File: config.mk
export PLATFORM = sky130hd
export DESIGN_NAME = cr_tlvp_rt
export DESIGN_NICKNAME = d
export VERILOG_FILES = /design/src/rtl/cr_structs_pkg.sv /design/src/rtl/cr_tlvp_rt.sv
export SDC_FILE = /design/constraint.sdc
export NUM_CORES = 1
export LEC_CHECK = 0
export BUFFER_PORTS_ARGS = -buffer_cell sky130_fd_sc_hd__buf_2
export CORE_MARGIN = 10
export CORE_UTILIZATION = 41
export CTS_BUF_LIST = sky130_fd_sc_hd__clkbuf_4 sky130_fd_sc_hd__clkbuf_8
export DETAILED_ROUTE_END_ITERATION = 8
export PLACE_DENSITY_LB_ADDON = 0.08
export SLEW_MARGIN = 20
export SYNTH_ARGS = -nofsm -noshare
export SYNTH_HDL_FRONTEND = slang
export SYNTH_SLANG_ARGS = --single-unit
File: constraint.sdc
create_clock -name clk -period 3 [get_ports clk]
set_input_delay 0.15 -clock clk [delete_from_list [all_inputs] [get_ports clk]]
set_output_delay 0.15 -clock clk [all_outputs]
set_load 0.005 [all_outputs]
File: src/rtl/cr_structs_pkg.sv
// Shared TLV stream types: word bus, TLV type codes and routing codes used by the
// TLV parser blocks.
package cr_structs;

  typedef enum logic [7:0] {
    RQE   = 8'd0,
    CMD   = 8'd1,
    KEY   = 8'd2,
    DATA  = 8'd3,
    CQE   = 8'd4,
    PHD   = 8'd5,
    PFD   = 8'd6,
    FTR   = 8'd7
  } tlv_types_e;

  // Two-bit destination code held per TLV type in the route map
  typedef enum logic [1:0] {
    RT_PT   = 2'b00,
    RT_USR  = 2'b01,
    RT_BOTH = 2'b10,
    RT_DISC = 2'b11
  } tlv_route_e;

  typedef struct packed {
    tlv_types_e  typen;
    logic        sot;
    logic        eot;
    logic        tlast;
    logic        tid;
    logic [7:0]  tstrb;
    logic [7:0]  tuser;
    logic [63:0] tdata;
    logic        insert;
    logic [15:0] ordern;
  } tlvp_if_bus_t;

endpackage

File: src/rtl/cr_tlvp_rt.sv
// TLV router: steers each TLV to the pass-through and/or user FIFO according to a
// per-type route map latched at start-of-TLV, and counts complete TLVs delivered.
module cr_tlvp_rt
  import cr_structs::*;
#(
  parameter int CNT_WIDTH = 16
) (
  input  logic                 clk,
  input  logic                 rst_n,
  input  logic                 tlvp_id_out_valid,
  input  tlvp_if_bus_t         tlvp_id_out,
  input  logic [63:0]          tlvp_route_map,
  input  logic                 pt_ib_full,
  input  logic                 usr_ib_full,
  output logic                 pt_ib_wr,
  output logic                 usr_ib_wr,
  output tlvp_if_bus_t         pt_ib_wdata,
  output tlvp_if_bus_t         usr_ib_wdata,
  output logic [CNT_WIDTH-1:0] pt_tlv_cnt,
  output logic [CNT_WIDTH-1:0] usr_tlv_cnt,
  output logic                 tlvp_route_error
);

  typedef enum logic [2:0] {IDLE, PT, USR, BOTH, DISC, DROP} state_e;

  state_e     state;
  state_e     cur_route;
  state_e     next_state;
  tlv_route_e map_code;
  logic       pt_go;
  logic       usr_go;
  logic       err_c;

  function automatic logic [CNT_WIDTH-1:0] sat_inc(input logic [CNT_WIDTH-1:0] v);
    return (&v) ? v : v + 1'b1;
  endfunction

  function automatic state_e route_state(input tlv_route_e code);
    case (code)
      RT_PT:   return PT;
      RT_USR:  return USR;
      RT_BOTH: return BOTH;
      default: return DISC;
    endcase
  endfunction

  // A start word always re-decodes the map; other words follow the route latched at sot.
  always_comb begin
    map_code   = tlv_route_e'(tlvp_route_map[{tlvp_id_out.typen[4:0], 1'b0} +: 2]);
    cur_route  = state;
    next_state = state;
    err_c      = 1'b0;
    pt_go      = 1'b0;
    usr_go     = 1'b0;
    if (tlvp_id_out_valid) begin
      if (tlvp_id_out.sot) begin
        err_c     = (state inside {PT, USR, BOTH, DISC});
        cur_route = route_state(map_code);
      end else if (state == IDLE) begin
        err_c     = 1'b1;
        cur_route = DROP;
      end
      if (cur_route inside {PT, BOTH}) begin
        pt_go = ~pt_ib_full;
        if (pt_ib_full) err_c = 1'b1;
      end
      if (cur_route inside {USR, BOTH}) begin
        usr_go = ~usr_ib_full;
        if (usr_ib_full) err_c = 1'b1;
      end
      next_state = tlvp_id_out.eot ? IDLE : cur_route;
    end
  end

  always_ff @(posedge clk or negedge rst_n) begin
    if (!rst_n) begin
      state            <= IDLE;
      pt_ib_wr         <= 1'b0;
      usr_ib_wr        <= 1'b0;
      pt_ib_wdata      <= '0;
      usr_ib_wdata     <= '0;
      pt_tlv_cnt       <= '0;
      usr_tlv_cnt      <= '0;
      tlvp_route_error <= 1'b0;
    end else begin
      state            <= next_state;
      pt_ib_wr         <= pt_go;
      usr_ib_wr        <= usr_go;
      tlvp_route_error <= err_c;
      if (pt_go) begin
        pt_ib_wdata <= tlvp_id_out;
        if (tlvp_id_out.eot) pt_tlv_cnt <= sat_inc(pt_tlv_cnt);
      end
      if (usr_go) begin
        usr_ib_wdata <= tlvp_id_out;
        if (tlvp_id_out.eot) usr_tlv_cnt <= sat_inc(usr_tlv_cnt);
      end
    end
  end

endmodule

## Word level (Yosys, flattened, before mapping)

Cells that the tools add are included.

- Register bits after elaboration: 256
- Input port bits: 178
- Output and inout bits: 253
- Word-level logic and storage cells: 67

- $add $sub $neg: 2
- Eq/ne operators: 9
- Shift operators: 1
- Muxes and demuxes: 16
- Bitwise logic cells: 4
- Reduce and logical (&&, ||, !) cells: 9

Operator list:

| cell | count |
|---|---|
| variable part select 64 x 7 -> 2 bit | 1 |
| adder 16 x 1 -> 16 bit (second input constant) | 2 |
| AND reduction 16 bit | 2 |
| equality test 3 x 2 -> 1 bit (second input constant) | 4 |
| two-way mux 3 bit | 4 |
| two-way mux 1 bit | 11 |
| case mux 3 bit (3 select lines) | 1 |
| equality test 3 x 1 -> 1 bit (second input constant) | 2 |
| AND reduction 3 bit | 2 |
| inverter 1 bit | 4 |
| nonzero test 2 bit | 2 |
| nonzero test 4 bit | 1 |
| equality test 3 bit (second input constant) | 1 |
| logical NOT 3 bit | 1 |
| equality test 2 x 1 -> 1 bit (second input constant) | 1 |
| equality test 2 bit (second input constant) | 1 |
| logical NOT 2 bit | 1 |

## Longest topological paths before layout

Gate-level depths: netlist (run 1).

- Depth in word-level cells: 11
- Gate-level depth with buffers: 15
- Depth with buffers taken out: 11

## Worst setup path after synthesis (run 1)

No wires, ideal clock.

- Path kind: in2reg
- Start: input tlvp_id_out[101] in the netlist's numbering
- End: register pt_ib_wdata[47] in the netlist's numbering
- Setup time: 0.128 ns
- Data arrival time: 3.514 ns
- Required time: 2.872 ns
- Path slack: -0.642 ns
- Cell stages on the path: 13
- Path buffers: 3
- Cell sequence: buf_1 -> mux4_2 -> mux4_2 -> mux2_2 -> ha_1 -> nand2b_1 -> o21a_1 -> nor3_1 -> nand2_1 -> nor2_4 -> buf_6 -> buf_6 -> mux2_1

- Word-level cells in the longest chain between the ends: 9
- Elaborated cells on any way between the ends: 12
- Those cells by class: eq/ne (4); shift (1); mux (5); reduce/logical (2)

RTL lines:

| element | line | text |
|---|---|---|
| start: declaration | cr_tlvp_rt.sv:11 | `input tlvp_if_bus_t tlvp_id_out,` |
| variable part select 64 x 7 -> 2 bit (*) | cr_tlvp_rt.sv:49 | `map_code = tlv_route_e'(tlvp_route_map[{tlvp_id_out.typen[4:0], 1'b0} +: 2]);` |
| equality test 2 bit, or another cell as far along | cr_tlvp_rt.sv:39 | `case (code)` |
| case mux 3 bit (3 select lines) (*) | cr_tlvp_rt.sv:39 |  |
| two-way mux 3 bit (*) | cr_tlvp_rt.sv:56 | `if (tlvp_id_out.sot) begin` |
| two-way mux 3 bit (*) | cr_tlvp_rt.sv:55 | `if (tlvp_id_out_valid) begin` |
| equality test 3 x 1 -> 1 bit or equality test 3 x 2 -> 1 bit (tied branches) | cr_tlvp_rt.sv:63 | `if (cur_route inside {PT, BOTH}) begin` |
| nonzero test 2 bit (*) | cr_tlvp_rt.sv:63 |  |
| two-way mux 1 bit (*) | cr_tlvp_rt.sv:63 |  |
| two-way mux 1 bit (*) | cr_tlvp_rt.sv:55 |  |
| via pt_go | cr_tlvp_rt.sv:30 | `logic pt_go;` |
| end signal: assignment | cr_tlvp_rt.sv:91 | `pt_ib_wdata <= tlvp_id_out;` |
| end: declaration | cr_tlvp_rt.sv:17 | `output tlvp_if_bus_t pt_ib_wdata,` |

Mark *: on every way through the listed nets, which the timed path passes. The rest lies on a longest branch. The select of a mux whose other input is x is not followed.
A chain may end at the register's enable or synchronous reset.

## Worst setup path after layout (run 1)

- Start: input tlvp_id_out[103] in the netlist's numbering
- End: register pt_ib_wdata[37] in the netlist's numbering

- Word-level cells in the longest chain between the ends: 9
- Elaborated cells on any way between the ends: 12
- Those cells by class: eq/ne (4); shift (1); mux (5); reduce/logical (2)

RTL lines:

| element | line |
|---|---|
| variable part select 64 x 7 -> 2 bit (*) | cr_tlvp_rt.sv:49 |
| equality test 2 bit, or another cell as far along | cr_tlvp_rt.sv:39 |
| case mux 3 bit (3 select lines) (*) | cr_tlvp_rt.sv:39 |
| two-way mux 3 bit (*) | cr_tlvp_rt.sv:56 |
| two-way mux 3 bit (*) | cr_tlvp_rt.sv:55 |
| equality test 3 x 1 -> 1 bit or equality test 3 x 2 -> 1 bit (tied branches) | cr_tlvp_rt.sv:63 |
| nonzero test 2 bit (*) | cr_tlvp_rt.sv:63 |
| two-way mux 1 bit (*) | cr_tlvp_rt.sv:63 |
| two-way mux 1 bit (*) | cr_tlvp_rt.sv:55 |

Mark *: on every way between the ends. The rest lies on a longest branch, timed or not. The select of a mux whose other input is x is not followed.

==> flow_metrics.env, run 1 <==
export IMPL_post_route_util=0.619
export IMPL_async_reset_ff_frac=1.00
export IMPL_drive_above_1_share=0.390
export IMPL_status="complete, no violations"
export IMPL_first_pass_iters=4
export IMPL_setup_viol=0
export IMPL_r2r_slack_ns=0.86
export IMPL_p_leak_nw=8.29
export IMPL_hold_viol=0
export IMPL_cts_buffers=45
export IMPL_dr_total_vias=9004
export IMPL_fin_crit_ns=2.89
export IMPL_synthFlopType="dfrtp_1"
export IMPL_syn_nets=1105
export IMPL_crit_path_start_kind="input pin"
export IMPL_num_rows=58
export IMPL_ys_types=49
export IMPL_htree_levels=2
export IMPL_critPathKind="input pin to flip-flop"
export IMPL_p_per_area_nw_per_um2=821
export IMPL_grt_pass1_wl_um=56100
export IMPL_track_usage=0.213
export IMPL_clk_pin_slew_worst_paths_ns=0.06
export IMPL_antenna_found_initial=1
export IMPL_drcViolationCount=0
export IMPL_overflow=0
export IMPL_yosysSeqAreaShare=0.605
export IMPL_end_kind="flip-flop"
export IMPL_setup_ws_ns=0.110
export IMPL_grt_start_max_net_pins=88
export IMPL_drt_first_iter_violations=540
export IMPL_synth_edff_count=0
export IMPL_wirelength_um=35700
export IMPL_rsz0062_at_grt="yes"
export IMPL_dp_hpwl_um=26500
export IMPL_synth_top_area_frac=0.605
export IMPL_maxCapViolCount=0
export IMPL_start_util=0.418
export IMPL_mappedNetlistArea_um2=10600
export IMPL_first_global_vias=9897
export IMPL_gp_congestion=0.834
export IMPL_viasPerCell=4.79
export IMPL_relSlewSlack=0.515
export IMPL_synth_area_leaders="dfrtp_1, nand2_1, mux2_1"
export IMPL_synth_area_leader_cell="dfrtp_1"
export IMPL_yosys_warnings=0
export IMPL_die_area_um2=32600
export IMPL_cp_data_arrival_time_ns=3.30
export IMPL_cts_tree="done"
export IMPL_max_freq_mhz=346
export IMPL_wl_per_cell_um=19.0
export IMPL_worstSkewPairLatency_ns=0.54
export IMPL_fillers=2085
export IMPL_nets=1701
export IMPL_io_pins=431
export IMPL_required_ns=3.41
export IMPL_numPortBuffers=430
export IMPL_syn_mean_instance_area_um2=11.5
export IMPL_ctsLongestPathBuffers=3
export IMPL_die_w_um=181
export IMPL_numClockSinks=256
export IMPL_postSynthCellCount=924
export IMPL_die_h_um=181
export IMPL_peakVddDrop_v=0.000447
export IMPL_cts_root_buf="clkbuf_8"
export IMPL_tightest_slew_ns=0.728
export IMPL_ys_seq_elements=256
export IMPL_path_max_fanout=14
export IMPL_maxSlewViolCount=0
export IMPL_ant_nets=0
export IMPL_preCtsSetupSlack_ns=-0.569
export IMPL_finalCritPeriodShare=0.963
export IMPL_coreArea_um2=25300
export IMPL_hold_class="input pin to flip-flop"
export IMPL_skew_ns=0.00864
export IMPL_area_delta_synth_final_pct=48.1
cell usage in the layout, fill, tap and decap left out, types with 2 or more instances in the layout:
| master | count |
|---|---|
| nor3_2 | 3 |
| ha_1 | 2 |
| a22oi_1 | 4 |
| o41ai_1 | 2 |
| nor4_1 | 6 |
| a21oi_1 | 8 |
| o21a_1 | 2 |
| mux2_2 | 2 |
| mux4_2 | 10 |
| nand3_1 | 16 |
| buf_2 | 427 |
| nor2_2 | 4 |
| nand2b_1 | 3 |
| inv_1 | 8 |
| clkinv_2 | 3 |
| and3_1 | 2 |
| buf_4 | 38 |
| nand4_1 | 7 |
| nor4_4 | 4 |
| nor4_2 | 3 |
| dlygate4sd3_1 | 110 |
| clkbuf_4 | 17 |
| buf_12 | 14 |
| mux2i_1 | 16 |
| xnor2_1 | 11 |
| xor2_1 | 20 |
| clkbuf_8 | 59 |
| dfrtp_1 | 256 |
| nand2_1 | 347 |
| nor4b_1 | 2 |
| mux2_4 | 10 |
| nor2_1 | 8 |
| mux2_1 | 99 |
| o21ai_0 | 3 |
cell type report:
cell class	instances	area [µm²]	area share
flip-flops and latches	256	6410	0.409
multi-input cells	616	4040	0.258
repair buffers	592	3830	0.245
clock buffers	74	925	0.0590
well taps	330	413	0.0263
inverters	9	35.0	0.00224
clock inverters	3	17.5	0.00112
diodes	1	2.50	0.000160
worst paths after layout:
check                                              from                      endpoint  depth (start not counted)
max in group asynchronous                         rst_n  usr_ib_wdata[67]$_DFFE_PN0P_                          3
min in group asynchronous                         rst_n    pt_tlv_cnt[11]$_DFFE_PN0P_                          2
setup / recovery                       tlvp_id_out[103]   pt_ib_wdata[37]$_DFFE_PN0P_                         13
setup reg to reg                   state[2]$_DFFE_PN0P_   usr_tlv_cnt[15]$_DFFE_PN0P_                          6
hold / removal                         tlvp_id_out[101]  pt_ib_wdata[101]$_DFFE_PN0P_                          2
hold reg to reg            usr_ib_wdata[37]$_DFFE_PN0P_  usr_ib_wdata[37]$_DFFE_PN0P_                          2
layer usage:
layer,wire [µm],vias up,track usage
met3,2990,79,0.0751
li1,-,4272,-
met4,1340,0,0.0902
met5,0,-,0
met1,14200,4323,0.249
met2,17200,330,0.348
flip-flops by register name, summed over array words and instances, names as in the netlist:
name              flops
usr_ib_wdata        109
state                 3
usr_tlv_cnt          16
tlvp_route_error      1
pt_ib_wr              1
pt_tlv_cnt           16
pt_ib_wdata         109
usr_ib_wr             1
cells in the mapped netlist, types with 2 or more instances:
cell	instances
and3_1	2
o41ai_1	2
buf_4	10
buf_1	3
nand2b_1	4
dfrtp_1	256
nor2_1	12
xor2_1	20
inv_1	8
nor3_1	4
nand2_1	347
mux2_2	2
o21ai_0	3
a21oi_1	8
nor4_2	2
ha_1	3
nor4_1	11
mux2_1	101
mux2_4	8
o21a_1	2
clkbuf_1	22
nor4b_1	3
nand3_1	16
mux4_2	10
a22oi_1	4
mux2i_1	16
buf_2	5
buf_6	3
nand4_1	7
xnor2_1	11
what timing repair did:
item	4_1_cts	5_1_grt
setup buffers	0	1
gates resized for setup	0	3
endpoints found under the hold margin	295	0
hold buffers	110	0
setup endpoints to repair	0	118
worst max-delay path, cell delays in order:
cell and delay, ns:
dlygate4sd3_1 0.53, clkbuf_4 0.19, mux4_2 0.51, mux2_2 0.31
ha_2 0.18, nand2b_4 0.13, o21a_1 0.12, nor3_2 0.20
nand2_1 0.13, nor2_4 0.17, buf_12 0.18, buf_12 0.16
mux2_1 0.33
kinds of logic after synthesis:
family                   count (synthesis)  share of synthesized area
XOR/XNOR                                31                     0.0257
multiplexers                           137                      0.157
AO/OA/AOI/OAI                           27                     0.0192
AND/OR/NAND/NOR                        418                      0.164
flip-flops                             256                      0.605
adder cells (fa/ha/maj)                  3                    0.00355
buffers and inverters                   52                     0.0247
where the power goes:
group | internal (W) | leakage (nW) | switching (W)
logic | 0.00195 | 4.60 | 0.00196
clock network | 0.00193 | 0.501 | 0.00138
registers | 0.00487 | 3.18 | 0.000785
metrics by stage:
step	power, W	TNS [ns]	hold WS [ns]	cell area (µm²)	cells
3_3_place_gp	0.00946	-97.46	0.217	13600	1692
6_report	0.0129	0	0.0258	15700	1881
4_1_cts	0.0131	0	0.00109	15600	1879
2_1_floorplan	0.00707	-18.32	-0.146	10700	924
3_5_place_dp	0.00956	-109.06	0.224	13600	1692
5_1_grt	0.0138	-0.0986	0.0302	15700	1881
No activity file was read; power rests on OpenSTA's default activity.
==> run 2: changes to the inputs <==
--- a/config.mk
+++ b/config.mk
@@ -6,6 +6,7 @@
 export NUM_CORES = 1
 export LEC_CHECK = 0
 export BUFFER_PORTS_ARGS = -buffer_cell sky130_fd_sc_hd__buf_2
+export CORE_ASPECT_RATIO = 0.5
 export CORE_MARGIN = 10
 export CORE_UTILIZATION = 41
 export CTS_BUF_LIST = sky130_fd_sc_hd__clkbuf_4 sky130_fd_sc_hd__clkbuf_8
==> run 2 against run 1 <==
  * Wire length shrank 0.81%
  * First-iteration DRC count decreased by 44%
  * Clock power fell by 8.5%
  * Final cell count grew 0.85%
  * Fmax rose by 1.4%
  * Hold slack improved by 0.012 ns
  * Register-to-register slack is essentially flat
  * Clock skew up 0.010 ns
  * Largest cell class unchanged
  * Highest routed layer unchanged
==> flow_metrics.env, run 2 (synthesis gave the netlist of run 1 again) <==
export IMPL_die_h_um=134
export IMPL_critPathMostFrequentCell="mux4_2"
export IMPL_cts_tree="done"
export IMPL_seq_area_um2=6410
export IMPL_tns_ns=0
export IMPL_preCtsSetupSlack_ns=-0.566
export IMPL_mostFrequentLayoutCell="buf_2"
export IMPL_critPathKind="input pin to flip-flop"
export IMPL_dp_hpwl_um=26500
export IMPL_coreArea_um2=25300
export IMPL_min_path_cells=4
export IMPL_first_global_vias=9754
export IMPL_rsz0062_at_grt="no"
export IMPL_dr_total_vias=9024
export IMPL_maxSlewViolCount=0
export IMPL_cts_buffers=39
export IMPL_end_kind="flip-flop"
export IMPL_finalCritPeriodShare=0.950
export IMPL_setup_ws_ns=0.151
export IMPL_max_stage_delay_ns=0.51
export IMPL_grt_start_max_net_pins=77
export IMPL_cp_num_buf_inv=3
export IMPL_multiInputGateArea_um2=4050
export IMPL_hold_class="input pin to flip-flop"
export IMPL_start_util=0.418
export IMPL_slowest_stage="mux4_2"
export IMPL_tightest_slew_ns=0.831
export IMPL_r2r_end="pt_ib_wdata[94]$_DFFE_PN0P_"
export IMPL_path_max_fanout=15
export IMPL_required_ns=3.40
export IMPL_cp_cell_sequence="buf_6, mux4_2, mux4_2, mux2_2, ha_2, nand2b_4, o21a_1, nor3_2, nand2_1, nor2_4, buf_12, buf_4, mux2_1"
export IMPL_antenna_found_initial=1
export IMPL_relSlewSlack=0.446
export IMPL_track_usage=0.210
export IMPL_maxCapViolCount=0
export IMPL_ff2ff_path_depth=8
export IMPL_area_delta_synth_final_pct=47.8
export IMPL_skew_ns=0.0191
export IMPL_r2r_start="state[1]$_DFFE_PN0P_"
export IMPL_drive_above_1_share=0.392
export IMPL_first_pass_iters=4
export IMPL_viasPerCell=4.76
export IMPL_crit_path_start_kind="input pin"
export IMPL_io_pins=431
export IMPL_hp_start="tlvp_id_out[101]"
export IMPL_cp_data_arrival_time_ns=3.25
export IMPL_cts_root_buf="clkbuf_8"
export IMPL_ant_nets=0
export IMPL_clk_pin_slew_worst_paths_ns=0.06
export IMPL_status="complete, no violations"
export IMPL_hold_viol=0
export IMPL_nets=1707
export IMPL_drcViolationCount=0
export IMPL_wirelength_um=35400
export IMPL_overflow=0
export IMPL_num_rows=41
export IMPL_cts_setup_buffers=0
export IMPL_final_cell_mix="buf_2, nand2_1, dfrtp_1"
export IMPL_drt_first_iter_violations=303
export IMPL_numClockSinks=256
export IMPL_numPortBuffers=430
export IMPL_p_per_area_nw_per_um2=804
export IMPL_wl_per_cell_um=18.7
export IMPL_crit_family="multiplexers"
export IMPL_gp_congestion=0.929
export IMPL_max_freq_mhz=351
export IMPL_htree_levels=2
export IMPL_worstSkewPairLatency_ns=0.54
export IMPL_setup_viol=0
export IMPL_fin_crit_ns=2.85
export IMPL_worstHoldEndpoint="usr_ib_wdata[101]$_DFFE_PN0P_"
export IMPL_top_regs="pt_ib_wdata x109, usr_ib_wdata x109"
export IMPL_p_leak_nw=8.28
export IMPL_peakVddDrop_v=0.000336
export IMPL_ctsLongestPathBuffers=3
export IMPL_die_area_um2=33000
export IMPL_grt_pass1_wl_um=55400
export IMPL_die_w_um=247
export IMPL_finalPower_w=0.0126
export IMPL_whs_ns=0.0381
export IMPL_fillers=2082
export IMPL_r2r_slack_ns=0.85
run 2: cell count changes in the layout (fill, tap and decap cells not counted), moves of 3 or more:
cell      delta
buf_4       +14
clkbuf_4     -6
clkbuf_8     -7
buf_12       -3
run 2: timing repair:
| item | in CTS | in global routing |
|---|---|---|
| gates resized for setup | 1 | 4 |
| endpoints found under the setup margin | 1 | 6 |
| hold buffers | 111 | 0 |
| hold endpoints to repair | 280 | 0 |
run 2: tightest hold or removal path: stages:
cell     delay [ns]
buf_6          0.13
buf_4          0.15
nand2_1        0.05
nand2_1        0.04
run 2: power breakdown:
group	total, W	internal (W)	switching, W
Clock	0.00303	0.00168	0.00135
Combinational	0.00385	0.00195	0.00189
Sequential	0.00570	0.00487	0.000830
run 2: area by class of cell:
cell class	instances	share of cell area
diodes	1	0.000160
multi-input cells	616	0.259
inverters	9	0.00224
repair buffers	604	0.249
clock inverters	4	0.00168
flip-flops and latches	256	0.410
clock buffers	63	0.0510
well taps	344	0.0275
run 2: worst max path at each step:
stage	depth (start not counted)	endpoint	from
floorplan	15	pt_ib_wdata[39]$_DFFE_PN0P_	tlvp_id_out[102]
global placement	13	pt_ib_wdata[25]$_DFFE_PN0P_	tlvp_id_out[101]
detailed placement	13	pt_ib_wdata[94]$_DFFE_PN0P_	tlvp_id_out[101]
CTS	13	pt_ib_wdata[94]$_DFFE_PN0P_	tlvp_id_out[101]
global route	13	pt_ib_wdata[94]$_DFFE_PN0P_	tlvp_id_out[101]
finish	13	pt_ib_wdata[94]$_DFFE_PN0P_	tlvp_id_out[101]
run 2: through the flow:
step                utilization  cells  area (µm²)
CTS                       0.617   1896       15600
global route              0.618   1897       15600
floorplan                     -    924       10700
detailed placement        0.541   1718       13700
global placement          0.541   1718       13700
finish                    0.618   1897       15600
run 2: layer usage:
layer,up-vias,part of all wire,GRT usage
met3,80,0.071,0.0623
met4,0,0.032,0.0741
met2,303,0.52,0.379
met5,-,0,0
met1,4366,0.38,0.231
li1,4275,-,-
